[config.mk]
export PLATFORM = sky130hd
export DESIGN_NAME = tone_mixer
export DESIGN_NICKNAME = d
export VERILOG_FILES = /design/src/rtl/tone_mixer.sv
export SDC_FILE = /design/constraint.sdc
export NUM_CORES = 1
export LEC_CHECK = 0
export BUFFER_PORTS_ARGS = -buffer_cell sky130_fd_sc_hd__buf_2
export CORE_ASPECT_RATIO = 1.1
export CORE_MARGIN = 2
export CORE_UTILIZATION = 42
export CTS_BUF_LIST = sky130_fd_sc_hd__clkbuf_8
export DETAILED_ROUTE_END_ITERATION = 16
export GPL_ROUTABILITY_DRIVEN = 0
export GPL_TIMING_DRIVEN = 0
export HOLD_SLACK_MARGIN = 0.1
export PLACE_DENSITY_LB_ADDON = 0.15
export SLEW_MARGIN = 20
export SYNTH_ARGS = -nofsm -noshare
export SYNTH_HDL_FRONTEND = slang
export SYNTH_SLANG_ARGS = --single-unit
export TNS_END_PERCENT = 10
[constraint.sdc]
create_clock -name clk -period 3.8 [get_ports clk]
set_input_delay 0.38 -clock clk [delete_from_list [all_inputs] [get_ports clk]]
set_output_delay 0.38 -clock clk [all_outputs]
set_load 0.05 [all_outputs]
[src/rtl/tone_mixer.sv]
// Polyphonic tone generator: per-channel button debounce, phase-accumulator
// oscillators with a shared waveform select, and a saturating unsigned mixer.
module tone_mixer #(
    parameter int CHANNELS        = 4,
    parameter int ACC_WIDTH       = 16,
    parameter int DAC_WIDTH       = 8,
    parameter int SAMPLE_DIV      = 4,
    parameter int DEBOUNCE_CYCLES = 8,
    parameter int MIX_SHIFT       = 2
) (
    input  logic                          clk,
    input  logic                          rst_n,
    input  logic [CHANNELS-1:0]           button,
    input  logic [CHANNELS*ACC_WIDTH-1:0] tune,
    input  logic [1:0]                    wave_sel,
    output logic [CHANNELS-1:0]           active,
    output logic [DAC_WIDTH-1:0]          dac,
    output logic                          sample_valid
);

    localparam int DB_W  = $clog2(DEBOUNCE_CYCLES + 1);
    localparam int DIV_W = $clog2(SAMPLE_DIV);
    localparam int SUM_W = DAC_WIDTH + 3;
    localparam logic [DAC_WIDTH-1:0] DAC_MAX = '1;

    logic [CHANNELS-1:0]  sync1_reg;
    logic [CHANNELS-1:0]  sync2_reg;
    logic [DIV_W-1:0]     div_cnt_reg;
    logic [DIV_W-1:0]     div_cnt_next;
    logic                 tick;
    logic [DAC_WIDTH-1:0] chan_sample [CHANNELS];
    logic [SUM_W-1:0]     mix_sum;
    logic [SUM_W-1:0]     mix_shifted;
    logic [DAC_WIDTH-1:0] mix_next;
    logic [DAC_WIDTH-1:0] dac_reg;
    logic                 valid_reg;

    always_ff @(posedge clk or negedge rst_n) begin
        if (!rst_n) begin
            sync1_reg <= '0;
            sync2_reg <= '0;
        end else begin
            sync1_reg <= button;
            sync2_reg <= sync1_reg;
        end
    end

    assign tick         = (div_cnt_reg == DIV_W'(SAMPLE_DIV - 1));
    assign div_cnt_next = tick ? '0 : div_cnt_reg + DIV_W'(1);

    always_ff @(posedge clk or negedge rst_n) begin
        if (!rst_n) begin
            div_cnt_reg <= '0;
        end else begin
            div_cnt_reg <= div_cnt_next;
        end
    end

    genvar gi;
    generate
        for (gi = 0; gi < CHANNELS; gi++) begin : g_chan
            logic [DB_W-1:0]      db_cnt_reg;
            logic                 active_bit_reg;
            logic [ACC_WIDTH-1:0] acc_reg;
            logic [DAC_WIDTH-1:0] saw_val;
            logic [DAC_WIDTH-1:0] tri_val;
            logic                 msb;
            logic                 acc_unused;

            // Counter only runs while the synchronised input disagrees with
            // the debounced state, so any shorter glitch simply clears it.
            always_ff @(posedge clk or negedge rst_n) begin
                if (!rst_n) begin
                    db_cnt_reg     <= '0;
                    active_bit_reg <= 1'b0;
                end else if (sync2_reg[gi] == active_bit_reg) begin
                    db_cnt_reg <= '0;
                end else if (db_cnt_reg == DB_W'(DEBOUNCE_CYCLES - 1)) begin
                    db_cnt_reg     <= '0;
                    active_bit_reg <= ~active_bit_reg;
                end else begin
                    db_cnt_reg <= db_cnt_reg + DB_W'(1);
                end
            end

            // Idle channels sit at phase 0 so every press starts a clean note.
            always_ff @(posedge clk or negedge rst_n) begin
                if (!rst_n) begin
                    acc_reg <= '0;
                end else if (!active_bit_reg) begin
                    acc_reg <= '0;
                end else if (tick) begin
                    acc_reg <= acc_reg + tune[gi*ACC_WIDTH +: ACC_WIDTH];
                end
            end

            assign msb        = acc_reg[ACC_WIDTH-1];
            assign saw_val    = acc_reg[ACC_WIDTH-1 -: DAC_WIDTH];
            assign tri_val    = acc_reg[ACC_WIDTH-2 -: DAC_WIDTH] ^ {DAC_WIDTH{msb}};
            assign acc_unused = ^acc_reg;

            always_comb begin
                chan_sample[gi] = '0;
                if (active_bit_reg) begin
                    case (wave_sel)
                        2'b00:   chan_sample[gi] = msb ? DAC_MAX : '0;
                        2'b01:   chan_sample[gi] = saw_val;
                        2'b10:   chan_sample[gi] = tri_val;
                        default: chan_sample[gi] = '0;
                    endcase
                end
            end

            assign active[gi] = active_bit_reg;
        end
    endgenerate

    always_comb begin
        mix_sum = '0;
        for (int i = 0; i < CHANNELS; i++) begin
            mix_sum = mix_sum + SUM_W'(chan_sample[i]);
        end
        mix_shifted = mix_sum >> MIX_SHIFT;
        if (mix_shifted > SUM_W'(DAC_MAX)) begin
            mix_next = DAC_MAX;
        end else begin
            mix_next = mix_shifted[DAC_WIDTH-1:0];
        end
    end

    always_ff @(posedge clk or negedge rst_n) begin
        if (!rst_n) begin
            dac_reg   <= '0;
            valid_reg <= 1'b0;
        end else begin
            valid_reg <= tick;
            if (tick) begin
                dac_reg <= mix_next;
            end
        end
    end

    assign dac          = dac_reg;
    assign sample_valid = valid_reg;

endmodule

==> summary.md <==
| Metric | Value |
|---|---|
| Worst EP required | approximately 4.1 ns |
| Synth cell types | between 60 and 70 |
| Register bit count reported by yosys | 103 |
| Max Clock Skew | around 0.014 ns |
| Final-stage net count | 1230 |
| Critical-path cell list | buf_2, clkbuf_4, nand2_1, xnor2_2, o21ai_1, and2_1, fa_1, fa_1, o2111ai_4, fa_2, nor2b_1, o21ai_2, a21boi_2, o21ai_2, a21boi_2, o21ai_1, a31oi_1 |
| Sw frac | a little over a third |
| Port Buf Inserts | between 80 and 90 |
| Clock power share | between 20% and 30% |
| Hold Path Class | input port to flip-flop |
| Hold depth | 2 |
| Synthesized Nets | 1122 |
| Final Hold Slack | 0.294 ns |
| Die H | about 150 µm |
| N_diodes | 0 |
| Crit-path max FO | 11 |
| Fraction of registers with async set/reset | between 90% and 100% |
| CP delay by family, top | adder cells |
| Cell with the largest stage delay on the worst path | fa_1 |
| Die area | between 0.02 and 0.025 mm² |
| Peak VDD IR | between 0.2 and 0.3 mV |
| Final setup viols | 0 |
| WL per Instance | 16.6 µm |
| FILL cells | around 1900 |
| Ratio of final minimum period to clock period | ~95% |
| Layout Cells excl Fill | around 1300 |
| CP arrival | between 3 and 4 ns |
| Chip Width | 140 µm |
| Via density per instance | 5.49 |
| Post-Route WL | about 22000 µm |
| Crit path capture type | flip-flop |
| HPWL Detailed | 16600 µm |
| Clock tree from TritonCTS | built |
| Synth Area in XOR/XNOR | about 5.3% |
| Fin. max-slew vios | 0 |
| Sequential share of power | about 44% |
| Starting Density | 42.8% |
| Adder-cell share of the synthesized area | around 15% |
| Final worst path period need | around 3.6 ns |
| Area grow syn2layout | 14.7% |
| R2R cell count | 17 |
| Vias | a little over 7000 |
| Fin area | 0.00975 mm² |
| Status | finished, final reports clean |
| CTS Buf Count | 9 |
| Max-slew headroom | around 43% |
| Cell Rows | 54 |
| Placed cell area | 0.00929 mm² |
| Leak | 4.47 nW |
| Clock Pin Slew Worst Setup and Hold Paths | around 0.1 ns |
| Fmax | 0.276 GHz |
| Largest net degree at the start of global routing | 75 |
| Mapped Cells | ~960 |
| Initial antenna violation count | 0 |
| Sequential share of the synthesized area | 30.3% |
| Post-layout util | about half |
| Post-Synth Simple-Gate Area | between 15 and 20% |
| Congestion Overflow GR | 0 |
| Final Hold Vio Count | 0 |
| Share of cells above drive strength 1 | between 10% and 20% |
| Largest family of logic cells by synthesized area | compound AO/OA/AOI/OAI gates |
| Worst skew pair latency | about 0.39 ns |
| Avg Cell Area, Syn | 8.87 µm² |
| Post-Syn Area | between 0.008 and 0.009 mm² |
| Worst-Margin Slew | approximately 0.85 ns |
| Vias in the first global route | 7173 |
| First drt pass iteration count | 5 |
| Total chip power | 3.00 mW |
| Cell count along the critical path | 17 |
| Setup CP Type | input port to flip-flop |
| Yosys warns | 0 |
| Post-synth EDFFs | 0 |
| DP Cell Count | 1295 |
| ANT nets after route | 0 |
| Core area | 0.0199 mm² |
| Pint | about 1.9 mW |
| Synth Flop Type | dfrtp_1 |
| H-tree levels | 3 |
| Clk buf depth | 2 |
| Switch Pwr | 1.05 mW |
| Clock Tree Root | clkbuf_8 |
| Worst path max stage delay | 0.57 ns |
| CP Launch Type | input port |
| Max cap viols | 0 |
| Power Density | a little over 300 mW/mm² |
| # IOs | 85 |
| Gr usage total | a little over a fifth |
| Buf/Inv on CP | 2 |
| Clock sink count | between 100 and 150 |
| Sum Neg Setup Slack | 0 ns |
| DR iter-0 viols | ~340 |
| Post-synthesis compound-gate area fraction | between 20% and 30% |
| Final WS setup | roughly 0.18 ns |
| Residual DRC | 0 |
| Dpl ws | -0.739 ns |
| Logic gate share of total power | around 30% |
| Number of flip-flops in the largest register | 64 |
| Mux cell area share after synthesis | under 10% |
| Global-route wire length before repair | about 36000 µm |
[kinds of logic after synthesis]
family | count (synthesis)
compound gates | 271
mux | 58
xor+xnor | 51
fa+ha+maj | 92
flops | 103
buf+inv | 88
simple gates | 295
[per-layer routing]
| layer | vias up | routed length [µm] | GRT usage (%) |
|---|---|---|---|
| met2 | 129 | 10300 | 34.9 |
| met5 | - | 0 | 0 |
| met1 | 3438 | 10400 | 28.0 |
| met4 | 0 | 555 | 7.62 |
| li1 | 3655 | - | - |
| met3 | 36 | 675 | 2.73 |
[power by group through the flow]
stage | registers [mW] | clock network, mW | logic, mW
after floorplan | 1.27 | 0 | 0.655
after global placement | 1.29 | 0 | 0.900
after detailed placement | 1.29 | 0 | 0.910
after CTS | 1.28 | 0.841 | 0.911
after global routing | 1.32 | 0.868 | 0.987
final | 1.30 | 0.801 | 0.891
[timing repair]
item	CTS	global route
setup buffers	6	5
pin swaps	4	10
hold buffers	5	0
hold endpoints to repair	33	0
cloned	0	1
resized for setup	16	29
endpoints found under the setup margin	3	5
[cell usage in the layout, fill, tap and decap left out, drive strengths merged, types with 20 or more instances in the layout]
| cell | instances |
|---|---|
| buf | 112 |
| dfrtp | 103 |
| nand2 | 86 |
| a21oi | 80 |
| ha | 72 |
| o21ai | 63 |
| nor2b | 55 |
| nor2 | 52 |
| mux2i | 51 |
| inv | 46 |
| xnor2 | 36 |
| clkbuf | 34 |
| and2 | 28 |
| o22ai | 25 |
| fa | 20 |
[final cells by class]
type	instances	area [µm²]	area share, %
Inverter	44	170	1.75
Buffer	39	218	2.23
Sequential cell	103	2580	26.5
Tap cell	252	315	3.24
Multi-Input combinational cell	767	5630	57.8
Timing Repair Buffer	102	612	6.28
Clock buffer	10	138	1.41
Clock inverter	6	85.1	0.873
[final timing paths]
kind                                                endpoint                               from  slack, ns
max                                       dac[7]$_DFFE_PN0P_                        wave_sel[1]       0.18
min                        g_chan[3].acc_reg[15]$_DFFE_PN0P_                           tune[63]       0.29
max reg2reg                               dac[7]$_DFFE_PN0P_  g_chan[1].acc_reg[15]$_DFFE_PN0P_       0.19
min reg2reg                           sync2_reg[1]$_DFF_PN0_             sync1_reg[1]$_DFF_PN0_       0.36
max in group asynchronous  g_chan[3].acc_reg[15]$_DFFE_PN0P_                              rst_n       2.67
min in group asynchronous   g_chan[0].acc_reg[0]$_DFFE_PN0P_                              rst_n       0.41
[worst register-to-register path, cell delays in order, from the launching register on]
cell,delay (ns)
dfrtp_1,0.40
buf_6,0.14
inv_4,0.07
nor2_4,0.05
a21oi_2,0.11
o22ai_1,0.08
and2_1,0.18
fa_1,0.49
fa_1,0.57
o2111ai_4,0.14
fa_2,0.38
nor2b_1,0.15
o21ai_2,0.08
a21boi_2,0.18
o21ai_2,0.09
a21boi_2,0.18
o21ai_1,0.09
a31oi_1,0.18
[cell usage after synthesis (all sizes together) (20+ instances only)]
cell type | n | area, µm²
o22ai | 25 | 156
fa | 20 | 400
o21ai | 63 | 319
nor2b | 55 | 344
clkbuf | 32 | 120
nand2 | 86 | 323
a21oi | 80 | 419
xnor2 | 36 | 315
dfrtp | 103 | 2580
mux2i | 51 | 510
nor2 | 52 | 195
ha | 72 | 901
inv | 43 | 161
and2 | 28 | 175
Note: power is estimated with default switching activity, not from simulation.
